File: src/rtl/jtldtest_ioctl_gen.sv
// Two-pass ioctl download generator: streams len bytes (LFSR or address pattern)
// with one write strobe per WR_PERIOD cycles, flushes, idles for GAP_LEN, then repeats.
module jtldtest_ioctl_gen #(
    parameter int WR_PERIOD = 8,
    parameter int GAP_LEN   = 16,
    parameter int PATTERN   = 0
) (
    input  logic        clk,
    input  logic        rst,
    input  logic        start,
    input  logic [24:0] len,
    input  logic [7:0]  seed,
    input  logic        dwnld_busy,
    output logic        downloading,
    output logic [24:0] ioctl_addr,
    output logic [7:0]  ioctl_dout,
    output logic        ioctl_wr,
    output logic        pass,
    output logic        busy,
    output logic        done
);
    typedef enum logic [2:0] {IDLE, DWN, FLUSH, GAP, FIN} state_t;

    localparam logic [7:0]  CNT_LAST = 8'(WR_PERIOD - 1);
    localparam logic [15:0] GAP_LAST = 16'(GAP_LEN - 1);

    state_t      state_q, state_d;
    logic [7:0]  cnt_q, cnt_d;
    logic [15:0] gap_q, gap_d;
    logic [24:0] addr_q, addr_d;
    logic [24:0] len_l_q, len_l_d;
    logic [7:0]  seed_l_q, seed_l_d;
    logic [7:0]  dout_q, dout_d;
    logic        wr_q, wr_d;
    logic        pass_q, pass_d;
    logic        dl_q, dl_d;
    logic        busy_q, busy_d;
    logic        done_q, done_d;

    function automatic logic [7:0] lfsr_next(input logic [7:0] d);
        return {d[6:0], d[7] ^ d[5] ^ d[4] ^ d[3]};
    endfunction

    // An all-zero LFSR would lock up, so a zero seed is replaced by 1.
    function automatic logic [7:0] entry_byte(input logic [7:0] s);
        if (PATTERN == 1) return 8'h00;
        return (s == 8'h00) ? 8'h01 : s;
    endfunction

    function automatic logic [7:0] next_byte(input logic [7:0] d, input logic [24:0] a);
        if (PATTERN == 1) return a[7:0];
        return lfsr_next(d);
    endfunction

    always_comb begin
        state_d  = state_q;
        cnt_d    = cnt_q;
        gap_d    = gap_q;
        addr_d   = addr_q;
        len_l_d  = len_l_q;
        seed_l_d = seed_l_q;
        dout_d   = dout_q;
        pass_d   = pass_q;
        dl_d     = dl_q;
        done_d   = 1'b0;
        case (state_q)
            IDLE: begin
                if (start && (len != 25'd0)) begin
                    state_d  = DWN;
                    len_l_d  = len;
                    seed_l_d = seed;
                    cnt_d    = 8'd0;
                    addr_d   = 25'd0;
                    dout_d   = entry_byte(seed);
                    pass_d   = 1'b0;
                    dl_d     = 1'b1;
                end
            end
            DWN: begin
                if (cnt_q == CNT_LAST) begin
                    cnt_d = 8'd0;
                    if (addr_q == len_l_q - 25'd1) begin
                        state_d = FLUSH;
                    end else begin
                        addr_d = addr_q + 25'd1;
                        dout_d = next_byte(dout_q, addr_q + 25'd1);
                    end
                end else begin
                    cnt_d = cnt_q + 8'd1;
                end
            end
            FLUSH: begin
                if (!dwnld_busy) begin
                    state_d = GAP;
                    dl_d    = 1'b0;
                    gap_d   = 16'd0;
                end
            end
            GAP: begin
                if (gap_q == GAP_LAST) begin
                    if (!pass_q) begin
                        state_d = DWN;
                        pass_d  = 1'b1;
                        cnt_d   = 8'd0;
                        addr_d  = 25'd0;
                        dout_d  = entry_byte(seed_l_q);
                        dl_d    = 1'b1;
                    end else begin
                        state_d = FIN;
                        done_d  = 1'b1;
                    end
                end else begin
                    gap_d = gap_q + 16'd1;
                end
            end
            FIN: begin
                state_d = IDLE;
                pass_d  = 1'b0;
            end
            default: state_d = IDLE;
        endcase
        // Strobe lands on the second cycle of every byte slot.
        wr_d   = (state_d == DWN) && (cnt_d == 8'd1);
        busy_d = (state_d != IDLE);
    end

    always_ff @(posedge clk) begin
        if (rst) begin
            state_q <= IDLE;
            cnt_q   <= 8'd0;
            gap_q   <= 16'd0;
            addr_q  <= 25'd0;
            dout_q  <= 8'd0;
            wr_q    <= 1'b0;
            pass_q  <= 1'b0;
            dl_q    <= 1'b0;
            busy_q  <= 1'b0;
            done_q  <= 1'b0;
        end else begin
            state_q <= state_d;
            cnt_q   <= cnt_d;
            gap_q   <= gap_d;
            addr_q  <= addr_d;
            dout_q  <= dout_d;
            wr_q    <= wr_d;
            pass_q  <= pass_d;
            dl_q    <= dl_d;
            busy_q  <= busy_d;
            done_q  <= done_d;
        end
    end

    // Latched request parameters only matter while busy, so they skip reset.
    always_ff @(posedge clk) begin
        len_l_q  <= len_l_d;
        seed_l_q <= seed_l_d;
    end

    assign downloading = dl_q;
    assign ioctl_addr  = addr_q;
    assign ioctl_dout  = dout_q;
    assign ioctl_wr    = wr_q;
    assign pass        = pass_q;
    assign busy        = busy_q;
    assign done        = done_q;
endmodule

File: config.mk
export PLATFORM = sky130hd
export DESIGN_NAME = jtldtest_ioctl_gen
export DESIGN_NICKNAME = d
export VERILOG_FILES = /design/src/rtl/jtldtest_ioctl_gen.sv
export SDC_FILE = /design/constraint.sdc
export NUM_CORES = 1
export LEC_CHECK = 0
export CAP_MARGIN = 25
export CORE_MARGIN = 4
export CORE_UTILIZATION = 55
export CTS_CLUSTER_DIAMETER = 40
export DETAILED_ROUTE_END_ITERATION = 7
export HOLD_SLACK_MARGIN = 0.02
export PLACE_DENSITY = 0.8
export SLEW_MARGIN = 20
export SYNTH_ARGS = -nofsm -noshare
export SYNTH_HDL_FRONTEND = slang
export SYNTH_SLANG_ARGS = --single-unit
File: constraint.sdc
create_clock -name clk -period 5.3 [get_ports clk]
set_input_delay 1.325 -clock clk [delete_from_list [all_inputs] [get_ports clk]]
set_output_delay 1.325 -clock clk [all_outputs]
set_load 0.005 [all_outputs]
# == Word level (Yosys, flattened, before mapping) ==
# Cells that the tools add are included.
# op_classes
add_sub_neg,4
n_eq_ne,16
bitwise,5
muxes,38
reduce_logical,17
# op_table
operator,n
$mux 25,5
$mux 8,11
$pmux 25 s3,1
$pmux 8 s3,2
$mux 16,2
$pmux 16 s2,1
$add 25x1->25 const B,1
$eq 25x25->1,1
$reduce_bool 25->1,1
$sub 25x1->25 const B,1
$mux 3,6
$add 16x1->16 const B,1
$eq 16x4->1 const B,1
$logic_not 8->1,2
$ne 2x2->1 const B,7
$pmux 3 s4,1
$reduce_bool 3->1,4
$add 8x1->8 const B,1
$eq 8x1->1 const B,1
$eq 8x3->1 const B,1
$mux 1,7
$eq 3x1->1 const B,2
$eq 3x2->1 const B,2
$pmux 1 s3,2
11 further kinds,16
# totals
output_inout_bits,38
inputBits,37
register_bits,98
wordCells,92

# == Logic depth before layout (Yosys ltp) ==
# depth
depth_word,7
mapped_depth,13
depth_no_buf,11

# == Worst setup path after synthesis ==
# Ideal clock, no wire load.
# synth_timing
path_kind,input to register
startpoint,in len[2]
endpoint,reg busy_q (netlist: busy)
path_buffers,0
t_arrival_ns,4.512
required_time_ns,5.209
slack_ns,0.697
path_stages,6
setup_time_ns,0.091
cell_sequence,nor4_1 -> nand4_1 -> o211ai_1 -> nor3_1 -> nor4_2 -> a311oi_1
# synth_via
elab_chain_len,5
# synth_rtl
element,line_no,rtl
from (decl),11,"input logic [24:0] len,"
$reduce_bool 25->1,68,if (start && (len != 25'd0)) begin
$logic_and 1x1->1,68,
$mux 3,68,
$pmux 3 s4,66,case (state_q)
$reduce_bool 3->1,124,busy_d = (state_d != IDLE);
to (signal assigned),148,busy_q <= busy_d;
to (decl),37,"logic busy_q, busy_d;"
# No other way between the ends.
# A chain may end at the register's enable or synchronous reset.

# == Worst setup path in the final report ==
# layout_timing
startpoint,reg len_l_q[0]
endpoint,reg addr_q[15] (netlist: ioctl_addr[15])
# layout_via
elab_chain_len,4
# layout_rtl
element,line_no,rtl
from (decl),31,"logic [24:0] len_l_q, len_l_d;"
from (signal assigned),155,len_l_q <= len_l_d;
$sub 25x1->25,82,if (addr_q == len_l_q - 25'd1) begin
$eq 25x25->1,82,
$ne 2x2->1 (no source line),--,
$reduce_and 6->1 (no source line),--,
to (signal assigned),143,addr_q <= addr_d;
to (decl),30,"logic [24:0] addr_q, addr_d;"
# No other way between the ends.

==> results.toml <==
[status]
status = "finished, final reports clean"

[synth]
synth.cell_area_sq_mm = 0.00535
synthFlopType = "dfxtp_1"
synth_edf_count = 33
synth-seq-cells = 98
synth_area_per_cell_sq_um = 9.01
netlist_instances = 594
synth_top_area_cell = "dfxtp_1"
netlist.area_leader.share_pct = 24.3
synth-async-reset-ratio_pct = 0
synthTopCellsByArea = "dfxtp_1, edfxtp_1, nor2_1"
yosysSeqAreaShare_pct = 42.8
synth_nets = 635
synth_warnings = 0
synth.distinct_cells = 67

[routing]
wl_met1_microns = 5540
routedWlPerCell_microns = 16.8
dr.pass1.iters = 5
drtIter0Drc = 256
vias_per_cell = 6.19
wl_met3_microns = 945
drt-total-wl_microns = 13300
drc_errors = 0
ant_nets = 0
wl_met2_microns = 6370
top_layer = "met4"
vias = 4907

[global_routing]
grt_pass1_wl_microns = 22100
grt_max_degree = 32
overflow = 0
grt_usage_pct = 23.5
grt_pass1_vias = 4692
antenna_found_initial = 0

[setup_path]
path_class = "reg2reg"
r2r-end = "ioctl_addr[15]$_SDFFE_PP0P_"
endpoint_kind = "flop"
r2r_setup_slack_ns = 1.30
arrival_ns = 4.22
cp_max_fo = 30
critical_path_required_ns = 5.52
crit_start = "len_l_q[0]$_DFFE_PP_"
reg2reg_depth = 12
startpoint_type = "flop"
rr_startpoint = "len_l_q[0]$_DFFE_PP_"

[layout]
syn2layout_area_growth_pct = 19.0
drive_gt1_share_pct = 5.27
nets = 700
final_area_sq_mm = 0.00637
antenna_cells = 0
utilization_pct = 68.0
fin_cells = 793

[power_and_ir_drop]
irDropWorstVdd_uv = 171
switching_power_mw = 0.397
internal-power_mw = 1.12
p_comb_share_pct = 11.7
seq_power_share_pct = 55.1
powerDensity_mw_per_mm2 = 239
power_frac_clock_pct = 33.2
p_leak_nw = 2.12
switching_share_pct = 26.1

[place]
dpl.cell_count = 777
dp_hpwl_microns = 9870
portBuffers = 74
placed_cell_area_sq_mm = 0.00617
place_congestion = 0.941

[timing]
report.final.slew_viol_count = 0
maxSlewHeadroom_pct = 52.6
rsz0062_at_grt = "false"
finalHoldViolations = 0
max_freq_mhz = 250
setup_viol = 0
tightest_slew_ns = 0.708
fin_crit_ns = 4.00
setup_tns_ns = 0
post-route-period-util_pct = 75.5
skew_ns = 0.0100

[clock_network]
cts.repair.resized = 0
cts-htree-levels = 3
cts.path.max_buffers = 2
ctsHoldBuffers = 0
cts_tree = "built"
clk_pin_slew_ns = 0.09
numClockSinks = 98
cts_setup_buffers = 0
cts_inserted_buffers = 9
worstSkewPairLatency_ns = 0.36
cts-root-buf = "clkbuf_8"

[floorplan]
initial_core_util_pct = 57.1
die-area_sq_mm = 0.0114
num_rows = 35
num_io_pins = 75
core_area_sq_mm = 0.00937
die_h_microns = 107
die_w_microns = 107

[flow_run]
maxCapViolations = 0

[worst_hold_path]
worst_hold_path.endpoint = "downloading$_SDFFE_PP0P_"
worstHoldStart = "downloading$_SDFFE_PP0P_"
whs_path_depth = 2
hp-class = "reg2reg"
[cells in the final DEF (no fill, tap or decap), types with 5 or more instances in the layout]
cell type | Yosys | final
xnor2_1 | 17 | 17
clkdlybuf4s50_1 | 0 | 74
o21ai_0 | 33 | 33
and4_1 | 8 | 8
nor3_1 | 16 | 15
nor2b_1 | 6 | 6
edfxtp_1 | 33 | 33
and3_1 | 8 | 8
nand2_1 | 45 | 45
nand4_1 | 15 | 15
inv_1 | 22 | 22
clkbuf_8 | 0 | 10
xor2_1 | 22 | 22
mux2i_1 | 19 | 19
dfxtp_1 | 65 | 65
or4_1 | 14 | 14
a21oi_1 | 42 | 42
o31ai_1 | 11 | 11
or3_1 | 13 | 13
nor4_1 | 13 | 13
nand2b_1 | 5 | 5
nor2_1 | 61 | 61
nand3_1 | 20 | 20
o21a_1 | 6 | 6
o211ai_1 | 7 | 7
[logic make-up after synthesis]
kind of cell | count (synthesis) | share of synthesized area [%]
simple gates | 253 | 26.6
xor+xnor | 39 | 6.38
compound gates | 135 | 15.9
fa+ha+maj | 4 | 0.935
flops | 98 | 42.8
mux | 19 | 3.55
buf+inv | 46 | 3.83
[area by class of cell]
cell class | instances | area, sq um
clock buffer | 11 | 141
clock inverter | 5 | 62.6
fill | 791 | 3000
inverter | 22 | 82.6
multi-input combinational | 450 | 2860
sequential | 98 | 2290
tap | 129 | 161
timing repair buffer | 78 | 771
[flip-flops by register name, summed over array words and instances (netlist names)]
signal / cells
done: 1
ioctl_dout: 8
ioctl_wr: 1
seed_l_q: 8
state_q: 3
busy: 1
ioctl_addr: 25
downloading: 1
cnt_q: 8
len_l_q: 25
gap_q: 16
pass: 1
[cells in the mapped netlist (all sizes together), types with 5 or more instances]
master / count
xor2: 22
xnor2: 17
and3: 8
or3: 13
nand4: 16
edfxtp: 33
o31ai: 11
o211ai: 8
or4: 14
nor2b: 6
mux2i: 19
dfxtp: 65
nand3: 21
buf: 6
nor4: 17
nand2: 45
nor3: 18
a21oi: 42
and4: 8
inv: 22
o21a: 6
o21ai: 38
nand2b: 5
clkbuf: 18
nor2: 61
[how the worst max path moves through the flow]
stage                             endpoint  cells past startpoint
5_1_grt        ioctl_addr[15]$_SDFFE_PP0P_                     12
6_report       ioctl_addr[15]$_SDFFE_PP0P_                     12
3_5_place_dp   ioctl_addr[13]$_SDFFE_PP0P_                     11
3_3_place_gp    ioctl_addr[3]$_SDFFE_PP0P_                      9
4_1_cts        ioctl_addr[15]$_SDFFE_PP0P_                     12
2_1_floorplan              busy$_SDFF_PP0_                      6
[power by group through the flow]
stage                     Clock [mW]  Combinational (mW)  Sequential, mW
after global placement             0               0.173           0.853
final                          0.504               0.178           0.838
after CTS                      0.506               0.178           0.837
after detailed placement           0               0.177           0.854
after floorplan                    0               0.113           0.845
after global routing           0.539               0.198           0.841
[through the flow]
stage	total power [mW]	hold WS [ns]	setup slack, ns
2_1_floorplan	0.957	0.463	0.697
3_3_place_gp	1.03	0.459	1.18
3_5_place_dp	1.03	0.471	1.10
4_1_cts	1.52	0.496	1.37
5_1_grt	1.58	0.544	1.03
6_report	1.52	0.490	1.30
[routing by layer]
layer  vias to the layer above  GRT usage (%)
met1                      2338           30.1
li1                       2339              -
met3                        30           4.52
met4                         0           9.32
met2                       200           39.3
met5                         -              0
[worst max-delay path, stage by stage (launching register included)]
cell      delay, ns
edfxtp_1       0.49
inv_1          0.09
ha_1           0.20
nor3b_2        0.48
nand3_1        0.38
o21a_1         0.29
or3_1          0.34
a21oi_1        0.19
o211ai_1       0.16
o21ai_2        0.58
buf_4          0.40
or4_1          0.18
a21oi_1        0.06
Note: power is estimated with default switching activity, not from simulation.
